### config.mk
export PLATFORM = sky130hd
export DESIGN_NAME = value_watchdog
export DESIGN_NICKNAME = d
export VERILOG_FILES = /design/src/rtl/value_watchdog.sv
export SDC_FILE = /design/constraint.sdc
export NUM_CORES = 1
export LEC_CHECK = 0
export BUFFER_PORTS_ARGS = -buffer_cell sky130_fd_sc_hd__buf_2
export CORE_MARGIN = 1
export CORE_UTILIZATION = 30
export DETAILED_ROUTE_END_ITERATION = 16
export SYNTH_ARGS = -nofsm -noshare
export SYNTH_HDL_FRONTEND = slang
export SYNTH_SLANG_ARGS = --single-unit
### constraint.sdc
create_clock -name clk -period 5.7 [get_ports clk]
set_input_delay 0.57 -clock clk [delete_from_list [all_inputs] [get_ports clk]]
set_output_delay 0.57 -clock clk [all_outputs]
set_load 0.01 [all_outputs]
### src/rtl/value_watchdog.sv
// value_watchdog: arms on a start request, then watches a monitored signal for a
// masked match against a latched goal value. Once the value matches, it must keep
// matching for a configurable number of extra cycles. The outcome is reported as
// a one-cycle done pulse, together with exactly one sticky flag: pass, flake or
// timeout.
//
// Optional build macro VALUE_WATCHDOG_STATS_EN adds saturating per-outcome
// completion counters (pass_cnt, flake_cnt, tmo_cnt).
module value_watchdog #(
  parameter int WIDTH  = 16,
  parameter int TMO_W  = 16,
  parameter int HOLD_W = 4
) (
  input  logic              clk,
  input  logic              rst_n,
  input  logic              start,
  input  logic [WIDTH-1:0]  goal,
  input  logic [WIDTH-1:0]  mask,
  input  logic [TMO_W-1:0]  timeout,
  input  logic [HOLD_W-1:0] hold_cyc,
  input  logic              hold_req,
  input  logic [WIDTH-1:0]  sig,
  output logic              busy,
  output logic              done,
  output logic              pass,
  output logic              flake,
  output logic              tmo
`ifdef VALUE_WATCHDOG_STATS_EN
  ,
  output logic [15:0]       pass_cnt,
  output logic [15:0]       flake_cnt,
  output logic [15:0]       tmo_cnt
`endif
);

  typedef enum logic [1:0] {
    IDLE   = 2'd0,
    WATCH  = 2'd1,
    HOLD   = 2'd2,
    REPORT = 2'd3
  } state_t;

  state_t              state;

  // Configuration latched when start is accepted.
  logic [WIDTH-1:0]    goal_q;
  logic [WIDTH-1:0]    mask_q;
  logic [TMO_W-1:0]    tmo_lim_q;
  logic [HOLD_W-1:0]   hold_q;
  logic                hold_req_q;

  // Progress counters.
  logic [TMO_W-1:0]    tmo_cnt_q;
  logic [HOLD_W-1:0]   hold_cnt_q;

  logic                match;

  // Index of the last WATCH compare that is still allowed to miss.
  // A timeout of 0 behaves like 1, so at least one compare always happens.
  // Storing the limit pre-decremented means the counter only has to reach
  // timeout-1, so it never wraps, even at the largest timeout value.
  function automatic logic [TMO_W-1:0] tmo_limit(input logic [TMO_W-1:0] t);
    return (t == '0) ? '0 : t - TMO_W'(1);
  endfunction

  // Masked equality: only bits set in mask_q take part, so an all-zero mask
  // always matches.
  assign match = (((sig ^ goal_q) & mask_q) == '0);

  // Main control FSM. All outputs are registered here, so done and the result
  // flag rise on the same edge that enters REPORT.
  always_ff @(posedge clk or negedge rst_n) begin
    if (!rst_n) begin
      state      <= IDLE;
      busy       <= 1'b0;
      done       <= 1'b0;
      pass       <= 1'b0;
      flake      <= 1'b0;
      tmo        <= 1'b0;
      goal_q     <= '0;
      mask_q     <= '0;
      tmo_lim_q  <= '0;
      hold_q     <= '0;
      hold_req_q <= 1'b0;
      tmo_cnt_q  <= '0;
      hold_cnt_q <= '0;
    end else begin
      done <= 1'b0;
      case (state)
        IDLE: begin
          if (start) begin
            goal_q     <= goal;
            mask_q     <= mask;
            tmo_lim_q  <= tmo_limit(timeout);
            hold_q     <= hold_cyc;
            hold_req_q <= hold_req;
            tmo_cnt_q  <= '0;
            hold_cnt_q <= '0;
            pass       <= 1'b0;
            flake      <= 1'b0;
            tmo        <= 1'b0;
            busy       <= 1'b1;
            state      <= WATCH;
          end
        end

        WATCH: begin
          if (match) begin
            hold_cnt_q <= '0;
            state      <= HOLD;
          end else if (tmo_cnt_q == tmo_lim_q) begin
            tmo   <= 1'b1;
            done  <= 1'b1;
            busy  <= 1'b0;
            state <= REPORT;
          end else begin
            tmo_cnt_q <= tmo_cnt_q + TMO_W'(1);
          end
        end

        HOLD: begin
          // The timeout counter is frozen here. If the match is lost and we
          // go back to WATCH, the counter resumes where it left off.
          if (match) begin
            if (hold_cnt_q == hold_q) begin
              pass  <= 1'b1;
              done  <= 1'b1;
              busy  <= 1'b0;
              state <= REPORT;
            end else begin
              hold_cnt_q <= hold_cnt_q + HOLD_W'(1);
            end
          end else if (hold_req_q) begin
            flake <= 1'b1;
            done  <= 1'b1;
            busy  <= 1'b0;
            state <= REPORT;
          end else begin
            state <= WATCH;
          end
        end

        REPORT: begin
          state <= IDLE;
        end

        default: begin
          state <= IDLE;
          busy  <= 1'b0;
        end
      endcase
    end
  end

`ifdef VALUE_WATCHDOG_STATS_EN
  // Increment that sticks at all-ones instead of wrapping.
  function automatic logic [15:0] sat_inc(input logic [15:0] v);
    return (v == 16'hFFFF) ? v : v + 16'd1;
  endfunction

  // Outcome statistics. Each counter is bumped while its done pulse is high,
  // so it becomes visible one cycle after the report. Only reset clears them.
  always_ff @(posedge clk or negedge rst_n) begin
    if (!rst_n) begin
      pass_cnt  <= '0;
      flake_cnt <= '0;
      tmo_cnt   <= '0;
    end else if (done) begin
      if (pass)  pass_cnt  <= sat_inc(pass_cnt);
      if (flake) flake_cnt <= sat_inc(flake_cnt);
      if (tmo)   tmo_cnt   <= sat_inc(tmo_cnt);
    end
  end
`endif

endmodule
# Word-level counts from Yosys, hierarchy flattened
# Cells that the tools add are included.
# totals
ff_bits	80
inputBits	72
output_inout_bits	5
# classes
n_addsub	3
n_eq_ne	18
muxes	40
bitwise_logic	2
n_reduce_logical	14
# op_table
cell	n
16-bit 2-to-1 mux	4
16-bit logical NOT	2
16-bit case mux with 2 select lines	1
2-bit != test, second input constant	10
1-bit 2-to-1 mux	18
16-bit by 1-bit adder with 16-bit output, second input constant	1
16-bit AND	1
16-bit equality test	1
4-bit 2-to-1 mux	4
4-bit AND reduction	4
16-bit by 1-bit subtractor with 16-bit output, second input constant	1
16-bit XOR	1
2-bit 2-to-1 mux	6
4-bit case mux with 3 select lines	1
3-bit != test, second input constant	3
1-bit case mux with 2 select lines	4
2-bit case mux with 4 select lines	1
6-bit AND reduction	1
5-bit AND reduction	1
4-bit by 1-bit adder with 4-bit output, second input constant	1
2-bit equality test, second input constant	2
4-bit equality test	1
2-bit nonzero test	2
1-bit case mux with 3 select lines	1
other kinds (5)	5

# Longest topological paths before layout
# depth
depth_word	5
depth_mapped	8

# Worst setup path after synthesis
# OpenSTA, ideal clock, no wires.
# synth_timing
path_type	input to register
start	in timeout[10]
end	reg tmo_lim_q[10]
setup_ns	0.124
arrival_ns	2.068
path_slack_ns	3.508
cell_stages	6
n_path_buf	1
path_cell_list	or4_1 nor4_1 nor2b_1 a41o_1 buf_2 o21ai_1
# synth_between
elab_chain_len	2
word_cells_on_any_way	3
classes_between	add/sub (1); mux (1); reduce/logical (1)
# synth_lines
item	line	text
start, declared	19	input logic [TMO_W-1:0] timeout,
16-bit by 1-bit subtractor with 16-bit output / 16-bit logical NOT (equally long branches)	63	return (t == '0) ? '0 : t - TMO_W'(1);
16-bit 2-to-1 mux (*)	63	
end signal, assigned	94	tmo_lim_q <= tmo_limit(timeout);
end, declared	48	logic [TMO_W-1:0] tmo_lim_q;
# Every way passes the cells marked *; elsewhere a longest branch is shown, timed or not.
# A chain may end at the register's enable or synchronous reset.

# Worst setup path after layout
# layout_timing
start	reg state[0]
end	reg tmo_cnt_q[8]
# layout_between
elab_chain_len	3
word_cells_on_any_way	8
classes_between	eq/ne (4); mux (1); reduce/logical (3)
# layout_lines
item	line	text
start, declared	43	state_t state;
start signal, assigned	74	state <= IDLE;
start signal, assigned	103	state <= WATCH;
start signal, assigned	110	state <= HOLD;
2-bit by 1-bit equality test with 1-bit output / 2-bit logical NOT (equally long branches)	89	case (state)
2-bit != test (no source line) / 2-bit nonzero test (equally long branches)	--	
4-bit AND reduction (no source line)	--	
end signal, assigned	117	tmo_cnt_q <= tmo_cnt_q + TMO_W'(1);
end, declared	53	logic [TMO_W-1:0] tmo_cnt_q;
# Several ways; a longest one is shown, not always the timed one.

==> results.md <==
* Buffer levels on the longest clock path at 2
* Worst R2R Setup Slack at 2.90 ns
* Number of stages on the worst setup path at 7
* Worst supply voltage drop on vdd at 0.287 mV
* Commonest cells after routing, fill and taps aside: 80 x dfrtp_1, 75 x buf_2, 41 x nand2_1
* Multi-input gate area in the final layout at 2180 sq um
* Critical Path Sink: tmo_cnt_q[8]
* Number of buffers added by the clock tree synthesis step at 9
* Overall die width at 122 um
* Critical path data arrival time at 3.01 ns
* Flip-flop cell with the highest count after synthesis: dfrtp_1
* Fraction of registers with async set/reset at 100%
* Category of cells accounting for the largest share of critical-path delay: compound AO/OA/AOI/OAI gates
* Launch point of the worst path: state[0]
* Final weighted congestion of routability-driven global placement at 0.762
* Count of max-cap constraint violations at 0
* Filler instances at 1364
* Leakage dissipation at 2.24 nW
* Critical-path top delay cell: a221o_1
* Slew headroom at 17.2%
* Area fraction of the dominant cell type after synthesis at 46.5%
* Register-to-Register Path Depth at 7
* Maximum achievable frequency at 0.357 GHz
* Length of routed met3 wiring at 482 um
* Hold-fix buffers at CTS at 0
* Setup repair after global routing missed its margin: false
* Type of the tightest min-delay check: input pin to asynchronous set/reset pin
* EDFF count, synth at 0
* Antenna-violating nets left at 0
* CP Max Fanout at 56
* CP required at 5.91 ns
* Setup Viol. Count Final at 0
* Sequential element share of the synthesized area at 46.5%
* Initial standard-cell utilization of the core at 30.9%
* Yosys warning total at 0
* Largest net degree at the start of global routing at 81
* Setup TNS at 0 ns
* First-pass DRT Iterations at 4
* FF-to-FF Start: state[0]
* Total Routing Usage GR at 13.4%
* Post-place instance area at 4840 sq um
* Power density normalized to cell area at 456 nW/um^2
* Final hold violation count at 0
* Number of nets at the end of the flow at 567
* Clock tree root buffer cell: clkbuf_16
* Quantity of gates resized following cts at 0
* Synthesized area at 4300 sq um
* Worst path bufs/invs at 2
* Cell Chain, Critical Path: inv_1, ha_1, nand2_2, buf_4, a221o_1, a21oi_1, mux2i_1
* Wl on met1 at 4.55 mm
* Routed via count at 3314
* Met2 wire len at 4.11 mm
* Type of origin of the critical path: flip-flop
* Main area contributors after synthesis: dfrtp_1 47%, mux2_2 9.7%, xnor2_1 5.7%
* Min Clock Period, post-route at 2.80 ns
* Endpoint of the worst register-to-register path: tmo_cnt_q[8]
* CTS H-tree lvls at 3
* Final period utilization at 49.1%
* Maximum cell stage delay along the critical path at 0.75 ns
* Global-route wire length before repair at 15.6 mm
* Overflow left after global routing at 0
* Core Region at 13900 sq um
* Wire length per cell at 13.9 um
* Vias per cell at 4.93
* Category of the critical setup timing path: flip-flop to flip-flop
* PnR Total Power at 0.00234 W
* Run status: complete, no violations
* Post CTS Setup Buffer Count at 0
* Number of global-route vias before repair at 3236
* Count of antenna diodes in the layout at 0
* Clock Sink Count at 80
* HPWL after detailed placement at 6.81 mm
* Number of register bits inferred by synthesis at 80
* Number of buffers inserted by port buffering at 76
* Cell type contributing the most total cell area after synthesis: dfrtp_1
* Clock tree from TritonCTS: built
* Count of cell types in the netlist at 43
* Final non-filler cell area at 5130 sq um
* Cells after Synth at 417
* Commonest non-fill, non-tap cell in the layout: dfrtp_1
* Layout overhead on the synthesized area at 19.2%
* Initial antenna violation count at 0
* Number of placement rows at 43
* Chip height at 122 um
* Average size of a mapped cell at 10.3 sq um
* Storage cell area at 2000 sq um
* Final Max Tran Viols at 0
* Kind of capture point of the worst setup path: flip-flop
* Share of cells above drive strength 1 at 26.6%
* Worst clock skew at 0.00581 ns
* Overall routed net length at 9.33 mm
* Remaining design rule violation count at 0
* Initial drt markers at 279
* Worst Max-Slew Pin Slew at 1.24 ns
* Clock slew at the register clock pins of the worst setup and hold paths at 0.06 ns
* Total die area at 14800 sq um
* Synthesized net count at 497
* Top routing layer in use: met4
* Worst skew pair latency at 0.34 ns
* Count of boundary I/O pins at 77
-- cells by family (layout without fill, tap and decap cells) --
| kind of cell | count (synthesis) | after routing | share of synthesized area [%] |
|---|---|---|---|
| flip-flops | 80 | 80 | 46.5 |
| multiplexers | 48 | 48 | 12.2 |
| buffers and inverters | 30 | 105 | 2.91 |
| XOR/XNOR | 50 | 50 | 10.2 |
| AND/OR/NAND/NOR | 128 | 128 | 15.3 |
| AO/OA/AOI/OAI | 73 | 73 | 10.6 |
| adder cells (fa/ha/maj) | 8 | 8 | 2.33 |
-- sequential cells by signal, summed over array words and instances (netlist names) --
signal	count
hold_q	4
tmo_cnt_q	16
flake	1
mask_q	16
state	2
hold_cnt_q	4
hold_req_q	1
tmo_lim_q	16
goal_q	16
done	1
busy	1
pass	1
tmo	1
-- Yosys cell counts, types with 5 or more instances --
cell type  number
ha_1            8
or4_1           5
o21ai_1        12
a22oi_1         8
mux2_2         37
dfrtp_1        80
a21oi_1        18
o31ai_1         5
nand2b_1       13
xor2_1         22
nor3_1          7
clkbuf_1       13
nor2_1         12
inv_1          12
xnor2_1        28
nand3_1        19
o21ai_0        13
mux2i_1        11
nand2_1        42
o211ai_1        5
nand4_1         8
-- stage by stage --
stage	utilization [%]	cells	hold slack, ns	setup WS (ns)
after global routing	36.8	672	0.455	2.67
after CTS	36.8	672	0.446	2.90
after global placement	34.7	656	0.488	3.06
after floorplan	-	417	0.274	3.51
after detailed placement	34.7	656	0.494	2.93
final	36.8	672	0.400	2.90
-- routing by layer --
| layer | up-vias | global-route usage [%] |
|---|---|---|
| met5 | - | 0 |
| met4 | 0 | 6.10 |
| met3 | 13 | 3.00 |
| met2 | 82 | 20.0 |
| met1 | 1601 | 18.5 |
| li1 | 1618 | - |
-- worst min-delay path by stage --
stage,startpoint,to,slack (ns),cells after the start
2_1_floorplan,rst_n,busy,0.27,0
3_3_place_gp,mask_q[10],mask_q[10],0.49,1
3_5_place_dp,mask_q[10],mask_q[10],0.49,1
5_1_grt,mask[13],mask_q[13],0.46,2
4_1_cts,rst_n,goal_q[0],0.45,1
6_report,rst_n,goal_q[0],0.40,1
-- where the power goes --
group	leakage [nW]	switching [W]	total, W	internal, W
Clock	0.138	0.000224	0.000561	0.000337
Combinational	1.10	0.000439	0.000834	0.000395
Sequential	1.00	0.000160	0.000946	0.000786
Total	2.24	0.000824	0.00234	0.00152
-- layout make-up --
type / count / area share [%]
Multi-Input combinational cell: 307 / 42.5
Sequential cell: 80 / 39.0
Timing Repair Buffer: 77 / 7.61
Clock buffer: 10 / 4.46
Tap cell: 180 / 4.39
Clock inverter: 6 / 1.17
Inverter: 12 / 0.878
No activity file was read; power rests on OpenSTA's default activity.
